$ cat src/rtl/array_t_pkg.sv
// Shared constants and the bit-exact truncated-product function for array_t.
// trunc_model is used by the datapath self-check and by verification benches.
package array_t_pkg;

    localparam int BIT_WIDTH        = 6;
    localparam int RESULT_BIT_WIDTH = 8;
    localparam int TRUNC_COLS       = 3;
    localparam int CORRECTION       = 8;
    localparam int SHIFT            = 2*BIT_WIDTH - RESULT_BIT_WIDTH;

    function automatic logic [RESULT_BIT_WIDTH-1:0] trunc_model(
        input logic [BIT_WIDTH-1:0] x,
        input logic [BIT_WIDTH-1:0] y
    );
        logic [2*BIT_WIDTH-1:0] kept;
        kept = '0;
        for (int i = 0; i < BIT_WIDTH; i++) begin
            for (int j = 0; j < BIT_WIDTH; j++) begin
                if (i + j >= TRUNC_COLS) begin
                    kept = kept + ((2*BIT_WIDTH)'(x[i] & y[j]) << (i + j));
                end
            end
        end
        kept = kept + (2*BIT_WIDTH)'(CORRECTION);
        return RESULT_BIT_WIDTH'(kept >> SHIFT);
    endfunction

endpackage

$ cat src/rtl/fa_cell.sv
// 1-bit full adder, the leaf cell of the carry-save array and final ripple row.
module fa_cell (
    input  logic a,
    input  logic b,
    input  logic cin,
    output logic s,
    output logic cout
);

    assign s    = a ^ b ^ cin;
    assign cout = (a & b) | (cin & (a ^ b));

endmodule

$ cat src/rtl/array_t.sv
// Truncated unsigned array multiplier: upper RESULT_BIT_WIDTH bits of op_x*op_y
// with low partial-product columns dropped and a constant correction. 1-cycle latency.
module array_t #(
    parameter int BIT_WIDTH        = array_t_pkg::BIT_WIDTH,
    parameter int RESULT_BIT_WIDTH = array_t_pkg::RESULT_BIT_WIDTH,
    parameter int TRUNC_COLS       = array_t_pkg::TRUNC_COLS,
    parameter int CORRECTION       = array_t_pkg::CORRECTION
) (
    input  logic                        clk,
    input  logic                        reset,
    input  logic [BIT_WIDTH-1:0]        op_x,
    input  logic [BIT_WIDTH-1:0]        op_y,
    output logic [RESULT_BIT_WIDTH-1:0] result_trunc
);
    import array_t_pkg::*;

    localparam int W2    = 2*BIT_WIDTH;
    localparam int SHIFT = W2 - RESULT_BIT_WIDTH;

    logic [W2-1:0]               s_fin;
    logic [W2-1:0]               c_fin;
    logic [RESULT_BIT_WIDTH-1:0] r_comb;

    // Carry-save array, one row per op_y bit. Row 0 starts with CORRECTION
    // preloaded as carry-ins; truncated columns just pass those bits through.
    for (genvar j = 0; j < BIT_WIDTH; j++) begin : g_row
        logic [W2-1:0] s_in, c_in, s_out, c_out;

        if (j == 0) begin : g_first
            assign s_in = '0;
            assign c_in = W2'(CORRECTION);
        end else begin : g_next
            assign s_in = g_row[j-1].s_out;
            assign c_in = g_row[j-1].c_out;
        end

        for (genvar k = 0; k < W2; k++) begin : g_col
            if (k < TRUNC_COLS) begin : g_skip
                assign s_out[k] = s_in[k];
                assign c_out[k] = c_in[k];
            end else begin : g_cell
                logic pp;
                if (k >= j && k - j < BIT_WIDTH) begin : g_pp
                    assign pp = op_x[k-j] & op_y[j];
                end else begin : g_nopp
                    assign pp = 1'b0;
                end

                if (k == TRUNC_COLS) begin : g_c0
                    assign c_out[k] = 1'b0;
                end

                if (k < W2 - 1) begin : g_fa
                    fa_cell u_fa (
                        .a   (s_in[k]),
                        .b   (c_in[k]),
                        .cin (pp),
                        .s   (s_out[k]),
                        .cout(c_out[k+1])
                    );
                end else begin : g_msb
                    assign s_out[k] = s_in[k] ^ c_in[k] ^ pp;
                end
            end
        end
    end

    assign s_fin = g_row[BIT_WIDTH-1].s_out;
    assign c_fin = g_row[BIT_WIDTH-1].c_out;

    // Final ripple row; columns below SHIFT only need their carries.
    for (genvar k = 0; k < W2; k++) begin : g_fin
        logic a, b, cin;
        assign a = s_fin[k];
        assign b = c_fin[k];

        if (k == 0) begin : g_ci0
            assign cin = 1'b0;
        end else begin : g_ci
            assign cin = g_fin[k-1].g_co.cout;
        end

        if (k < W2 - 1) begin : g_co
            logic cout;
            if (k < SHIFT) begin : g_lo
                assign cout = (a & b) | (cin & (a ^ b));
            end else begin : g_fa
                fa_cell u_fa (
                    .a   (a),
                    .b   (b),
                    .cin (cin),
                    .s   (r_comb[k-SHIFT]),
                    .cout(cout)
                );
            end
        end else begin : g_top
            assign r_comb[k-SHIFT] = a ^ b ^ cin;
        end
    end

    always_ff @(posedge clk or negedge reset) begin
        if (!reset) begin
            result_trunc <= '0;
        end else begin
            result_trunc <= r_comb;
        end
    end

    // The reference function is only sized for the default parameter set.
    if (BIT_WIDTH == array_t_pkg::BIT_WIDTH &&
        RESULT_BIT_WIDTH == array_t_pkg::RESULT_BIT_WIDTH &&
        TRUNC_COLS == array_t_pkg::TRUNC_COLS &&
        CORRECTION == array_t_pkg::CORRECTION) begin : g_chk
        always @(posedge clk) begin
            if (reset) begin
                assert (r_comb == trunc_model(op_x, op_y));
            end
        end
    end

endmodule

$ cat config.mk
export PLATFORM = sky130hd
export DESIGN_NAME = array_t
export DESIGN_NICKNAME = d
export VERILOG_FILES = /design/src/rtl/array_t_pkg.sv /design/src/rtl/fa_cell.sv /design/src/rtl/array_t.sv
export SDC_FILE = /design/constraint.sdc
export NUM_CORES = 1
export LEC_CHECK = 0
export ABC_AREA = 1
export BUFFER_PORTS_ARGS = -buffer_cell sky130_fd_sc_hd__buf_2
export CAP_MARGIN = 20
export CORE_MARGIN = 4
export CORE_UTILIZATION = 35
export CTS_CLUSTER_SIZE = 16
export DETAILED_ROUTE_END_ITERATION = 10
export PLACE_DENSITY = 0.59
export REMOVE_ABC_BUFFERS = 1
export SYNTH_ARGS = -nofsm -noshare
export SYNTH_HDL_FRONTEND = slang
export SYNTH_SLANG_ARGS = --single-unit
$ cat constraint.sdc
create_clock -name clk -period 0.8 [get_ports clk]
set_clock_uncertainty 0.05 [all_clocks]
set_input_delay 0.24 -clock clk [delete_from_list [all_inputs] [get_ports clk]]
set_output_delay 0.24 -clock clk [all_outputs]
set_load 0.005 [all_outputs]
==> impl_results.md, run 1 <==
* Number of setup violations in the final report at 16
* Routed vias at about 750
* Failing checks: negative setup slack
* Hold Violations, Final at 0
* Overall Global Routing Usage at approximately 12%
* Max-cap violation count at 0
* # diodes at 0
* Initial antenna violation count at 0
* Final worst slack at -3440 ps
* Crit path DAT at roughly 4400 ps
* Mapped Avg Cell Area at a little over 9 sq um
* Sequential fraction of the synthesis area at 20.9%
* Yosys warns at 0
* Status: complete, but fails checks
* Global-route met1 utilization at between 10% and 20%
* Post-place setup slack at -4060 ps
* Most common cell after layout, fill and taps aside: inv_1
* Final net count at 188
* Post-synthesis cell count at ~110
* CORE AREA at 0.00254 sq mm
* Fmax at between 0.2 and 0.25 GHz
* Num CTS Buffers at 3
* Slowest-stage cell, CP: fa_2
* Most used cell along the critical path: fa_2
* Die width at ~60 microns
* Worst VDD drop at around 0.0017 V
* Ranking of synthesized cells by area: fa_1 (46%), dfrtp_1 (21%), inv_1 (15%), nand2_1 (11%), ha_1 (5.2%)
* Busiest grt layer: met2
* DRT iter0 DRCs at 8
* CP max FO at 2
* CTS tree: built
* DRC violations left at 0
* Startpoint Class: primary input
* Pwr Total at ~2.1 mW
* Synth top area share at 45.9%
* CP Class: in -> reg
* Seq cells post-synth at 8
* Area Growth Syn to Fin at 40.2%
* First-pass GRT wire length at roughly 3000 microns
* Initial Util at a little under two fifths
* Max-slew violations at 0
* Max Buffers Root-to-Sink at 2
* Critical path data required time at about 940 ps
* Netlist Area Pre-Place at 960 sq um
* Critical Path Sink Type: flip-flop
* Largest net degree at the start of global routing at 9
* Cell taking the most area after synthesis: fa_1
* Final WL at between 1500 and 2000 microns
* Cells along the critical path: buf_6, nand2_4, inv_2, fa_2, inv_2, fa_2, fa_2, inv_2, fa_2, fa_2, ha_2, inv_2, fa_1, inv_1, fa_2, fa_2, fa_2
* PD cells at around 1600 mW/mm^2
* Lkg Pwr at just over 0.8 nW
* H-tree depth at 1
* Most frequent cells in the layout: inv_1 (30), nand2_1 (26), buf_2 (18)
* GR Overflow Total at 0
* Vias per cell at ~4.3
* Vias in the first global route at between 700 and 800
* Period utilization at 530%
* Relative slew slack at roughly nine tenths
* HPWL after DPL at roughly 1600 microns
* Fin Hold WS at roughly 310 ps
* Biggest register: result_trunc
* Worst-Margin Slew at around 180 ps
* Full die area at approximately 0.0036 sq mm
* WL per Instance at 10.2 microns
* Worst path max stage delay at between 500 and 600 ps
* Top flop regs: result_trunc x8
* Layout cell share with drive strength beyond 1 at a little under half
* Met3 usage at ~5.5%
* Unrepaired setup endpoints after global routing: true
* Root Buffer: clkbuf_4
* Crit path time final at between 4000 and 5000 ps
* Synth cell types at 8
* Largest register FFs at 8
* GP Congestion at a little under 0.8
* Die Height at between 60 and 70 microns
* CTS sink cnt at 8
* TritonRoute pass-1 iters at 4
* Met2 Use GR at 19.9%
* Hold crit path type: in -> async
* Port Buf Inserts at 21
* Site row count at 18
* Clock-pin slew on the worst setup and hold paths at ~50 ps
* Fill cells at roughly 250
* Ports at 22
* Detail Route Antenna Nets at 0
==> cells in the mapped netlist (all sizes together) <==
cell   number
nand2      30
ha          4
nor2        1
inv        40
fa         22
dfrtp       8
==> layer usage <==
metal,wire [microns],vias up
li1,-,364
met1,627,360
met2,968,19
met3,133,9
met4,63,0
met5,0,-
==> worst max-delay path, delay by kind of cell <==
kind,cells,cell delay (ps)
buf+inv,6,310
simple gates,1,60
fa+ha+maj,10,3760
==> worst paths after layout <==
check / cells after the start / slack (ps) / startpoint / to
max in group asynchronous: 2 / 230 / reset / result_trunc[0]
worst min-delay path: 2 / 310 / reset / result_trunc[6]
min in group clk: 4 / 370 / op_x[0] / result_trunc[1]
worst max-delay path: 17 / -3440 / op_x[4] / result_trunc[6]
==> power breakdown <==
| group | leakage (nW) | internal [mW] | total (mW) | switching [mW] |
|---|---|---|---|---|
| Sequential | 0.0963 | 0.593 | 0.629 | 0.0362 |
| Clock | 0.0138 | 0.170 | 0.290 | 0.120 |
| Combinational | 0.715 | 0.600 | 1.20 | 0.599 |
==> cell type report <==
cell class,count,area (sq um),share of cell area (%)
inverters,40,150,11.2
clock buffers,3,22.5,1.67
flip-flops and latches,8,200,14.9
well taps,30,37.5,2.79
repair buffers,38,265,19.7
multi-input cells,57,669,49.8
==> metrics by stage <==
| step | area [sq um] | TNS, ps | cells | utilization [%] |
|---|---|---|---|---|
| floorplan | 960 | -23340 | 105 | - |
| global placement | 1200 | -25000 | 169 | 47.1 |
| detailed placement | 1200 | -25370 | 169 | 47.1 |
| CTS | 1320 | -23050 | 174 | 51.7 |
| global route | 1350 | -23760 | 176 | 52.9 |
| finish | 1350 | -22830 | 176 | 52.9 |
==> repair_timing <==
action,4_1_cts,5_1_grt
setup endpoints to repair,16,16
buffers inserted,1,2
resized for setup,30,4
hold endpoints to repair,8,0
pin swaps,7,1
hold buffers,1,0
==> cell families after synthesis <==
logic type	Yosys count	synth area share [%]
buffers and inverters	40	15.6
DFF	8	20.9
and+or+nand+nor	31	12.4
adders and majority gates	26	51.1
Note: power is estimated with default switching activity, not from simulation.
==> inputs of run 2 (changes only) <==
--- a/config.mk
+++ b/config.mk
@@ -12,8 +12,9 @@
 export CORE_UTILIZATION = 35
 export CTS_CLUSTER_SIZE = 16
 export DETAILED_ROUTE_END_ITERATION = 10
-export PLACE_DENSITY = 0.59
+export PLACE_DENSITY = 0.56
 export REMOVE_ABC_BUFFERS = 1
 export SYNTH_ARGS = -nofsm -noshare
 export SYNTH_HDL_FRONTEND = slang
+export SYNTH_HIERARCHICAL = 1
 export SYNTH_SLANG_ARGS = --single-unit
==> run 2 against run 1 <==
The run still ends with negative setup slack left; clock power increased by 59%; total power increased to 3.2 times the previous value; highest routed layer is now met3; sequential power increased by 26%; critical endpoint is now result_trunc[7]; synthesized area increased by 73%.
==> impl_results.md, run 2 <==
* Clock group share of total power at 6.9% (-6.8 points)
* HPWL after DPL at 2400 microns (+53%)
* Fill cells at 442 (+80%)
* Buf/Inv on CP at 2 (-4)
* Period utilization at 652% (+120 points)
* Post-CTS setup buffer count at 0 (-1)
* Final net count at 304 (+62%)
* Failing checks: negative setup slack
* Initial antenna violation count at 0 (unchanged)
* Largest net degree at the start of global routing at 9 (unchanged)
* Cell taking the most area after synthesis: fa_1
* Port Buf Inserts at 21 (unchanged)
* Cells along the critical path: buf_8, nand2_2, inv_2, fa_1, fa_2, fa_1, fa_2, fa_1, fa_1, fa_2, fa_2, fa_2, fa_2, fa_2, nand2_2, nand2_1, nand2_1, nand2_2, nand2_1, nand2_1
* Worst path max stage delay at 570 ps (about the same)
* Biggest register: result_trunc
* Detail Route Antenna Nets at 0 (unchanged)
* Num CTS Buffers at 3 (unchanged)
* Site row count at 24 (+6)
* Die width at 76.9 microns (+27%)
* Largest register FFs at 8 (unchanged)
* Ports at 22 (unchanged)
* Final worst slack at -4420 ps (-974 ps)
* Most frequent cells in the layout: nand2_1 (49), fa_1 (41), conb_1 (40)
* First-pass GRT wire length at 4970 microns (+65%)
* Vias per cell at 3.96 (-7.4%)
* CP delay by family, top: adder cells
* # diodes at 0 (unchanged)
* Async set-reset flop share out of synthesis at 100% (unchanged)
* Crit path from: op_y[0]
* Top flop regs: result_trunc x8
* Finished Layout Cells at 285 (+62%)
* Most common cell after layout, fill and taps aside: nand2_1
* Flop pwr share at 11.9% (-18 points)
* Root Buffer: clkbuf_8
* TritonRoute pass-1 iters at 2 (-2)
* CTS tree: built
* Area Growth Syn to Fin at 31.1%
* Vias in the first global route at 1331 (+72%)
* Netlist Area Pre-Place at 0.00166 sq mm (+73%)
* CP Capture Point: result_trunc[7]
* DRT iter0 DRCs at 17 (+9)
* PD cells at 3070 mW/mm^2 (+95%)
* Clock-pin slew on the worst setup and hold paths at 40 ps (about the same)
* Crit path time final at 5220 ps (+974 ps)
* Count leader, synth: fa_1
* Status: complete, but fails checks
* Post-synthesis cell count at 158 (+50%)
* Max Buffers Root-to-Sink at 2 (unchanged)
* Number of setup violations in the final report at 16 (unchanged)
* CORE AREA at 0.00447 sq mm (+76%)
* Crit path DAT at 5280 ps (+900 ps)
* Lkg Pwr at 1.29 nW (+56%)
* Routed vias at 1128 (+50%)
* Initial Util at 37.1% (-0.57 points)
* Post-place setup slack at -5180 ps (-1120 ps)
* Post-Place Cells at 281 (+66%)
* Critical Path Sink Type: flip-flop
* Full die area at 0.00591 sq mm (+62%)
* Psw at 2.91 mW (+290%)
* Unrepaired setup endpoints after global routing: true
* Seq cells post-synth at 8 (unchanged)
* Sw Ratio at 43.5% (+7.9 points)
* Main synth FF type: dfrtp_1
* Commonest cells in the netlist: fa_1 (55), nand2_1 (51), inv_1 (38)
* GR Overflow Total at 0 (unchanged)
* CP Class: in -> reg
* Hold crit path type: in -> async
* Comb power frac at 81.2% (+25 points)
* Die Height at 76.9 microns (+27%)
* Final WL at 2500 microns (+39%)
* Crit path depth at 20 (+3)
* Synth cell types at 8 (unchanged)
* Synth top area share at 66.3% (+20 points)
* Worst VDD drop at 0.00145 V (-15%)
* Overall Global Routing Usage at 10.1% (-1.5 points)
* Fmax at 0.192 GHz (-19%)
* WL per Instance at 8.76 microns (-14%)
* Max-cap violation count at 0 (unchanged)
* Fin Hold WS at 332 ps (+25.4 ps)
* Critical path data required time at 860 ps (-80 ps)
* GP Congestion at 0.709 (-8.7%)
* Most used cell along the critical path: fa_2
* Slowest-stage cell, CP: fa_1
* Max-slew violations at 0 (unchanged)
* Layout cell share with drive strength beyond 1 at 23.2% (-23 points)
* Post-DP Area at 0.00206 sq mm (+72%)
* Yosys warns at 6 (+6)
* CTS sink cnt at 8 (unchanged)
* Mapped Avg Cell Area at 10.5 sq um (+15%)
* CP max FO at 3 (+1)
* Hold Violations, Final at 0 (unchanged)
* Sequential fraction of the synthesis area at 12.0% (-8.8 points)
* DRC violations left at 0 (unchanged)
* Number of synthesized flops with an enable pin at 0 (unchanged)
* Ranking of synthesized cells by area: fa_1 (66%), dfrtp_1 (12%), nand2_1 (12%), inv_1 (8.6%), conb_1 (0.45%)
* Int Power at 3.77 mW (+180%)
* Post-route design area at 0.00218 sq mm (+62%)
* Startpoint Class: primary input
* H-tree depth at 1 (unchanged)
## run 2: cell types whose count changed after synthesis, sizes merged
cell	previous run	this run
nand2	30	52
nand3	0	1
ha	4	0
fa	22	55
nor2	1	2
conb	0	2
inv	40	38
## run 2: cell type report
type,count,area [sq um],share of cell area [%]
multi-input combinational,150,1500,68.9
timing repair buffer,34,228,10.5
sequential,8,200,9.19
inverter,38,143,6.55
tap,52,65.1,2.99
clock buffer,3,41.3,1.90
## run 2: power by group through the flow
stage / Sequential (mW) / Combinational [mW] / Clock [mW]
floorplan: 0.840 / 4.14 / 0
global placement: 0.798 / 5.19 / 0
detailed placement: 0.805 / 5.27 / 0
CTS: 0.800 / 5.50 / 0.483
global route: 0.819 / 6.53 / 0.509
finish: 0.794 / 5.43 / 0.462
## run 2: repair_timing
action | CTS | global route
hold buffers | 1 | 0
gates resized for setup | 18 | 3
cloned | 0 | 0
endpoints found under the setup margin | 16 | 16
hold endpoints to repair | 8 | 0
pin swaps | 21 | 4
## run 2: kinds of logic (layout without fill, tap and decap cells)
family | count (synthesis) | after routing | synth area share (%)
and+or+nand+nor | 55 | 55 | 12.7
other | 2 | 40 | 0.452
DFF | 8 | 8 | 12.0
buffers and inverters | 38 | 75 | 8.58
adders and majority gates | 55 | 55 | 66.3
## run 2: layer usage
| metal | vias to the layer above | track usage, % | share of wire (%) |
|---|---|---|---|
| li1 | 546 | - | - |
| met1 | 566 | 9.93 | 33 |
| met2 | 16 | 21.2 | 63 |
| met3 | 0 | 2.69 | 4.1 |
| met4 | 0 | 1.09 | 0 |
| met5 | - | 0 | 0 |
## run 2: worst min path at each step
stage / to / slack, ps / depth (start not counted)
after floorplan: result_trunc[0] / -110 / 0
after global placement: result_trunc[6] / 40 / 1
after detailed placement: result_trunc[6] / 40 / 1
after CTS: result_trunc[3] / 330 / 2
after global routing: result_trunc[3] / 360 / 2
final: result_trunc[3] / 330 / 2
## run 2: metrics by stage
step                      setup TNS [ps]  power [mW]  util [%]
after floorplan                   -30660        4.98         -
after global placement            -32490        5.99      46.1
after detailed placement          -32600        6.07      46.1
after CTS                         -29730        6.78      48.5
after global routing              -30360        7.85      48.7
final                             -29310        6.68      48.7
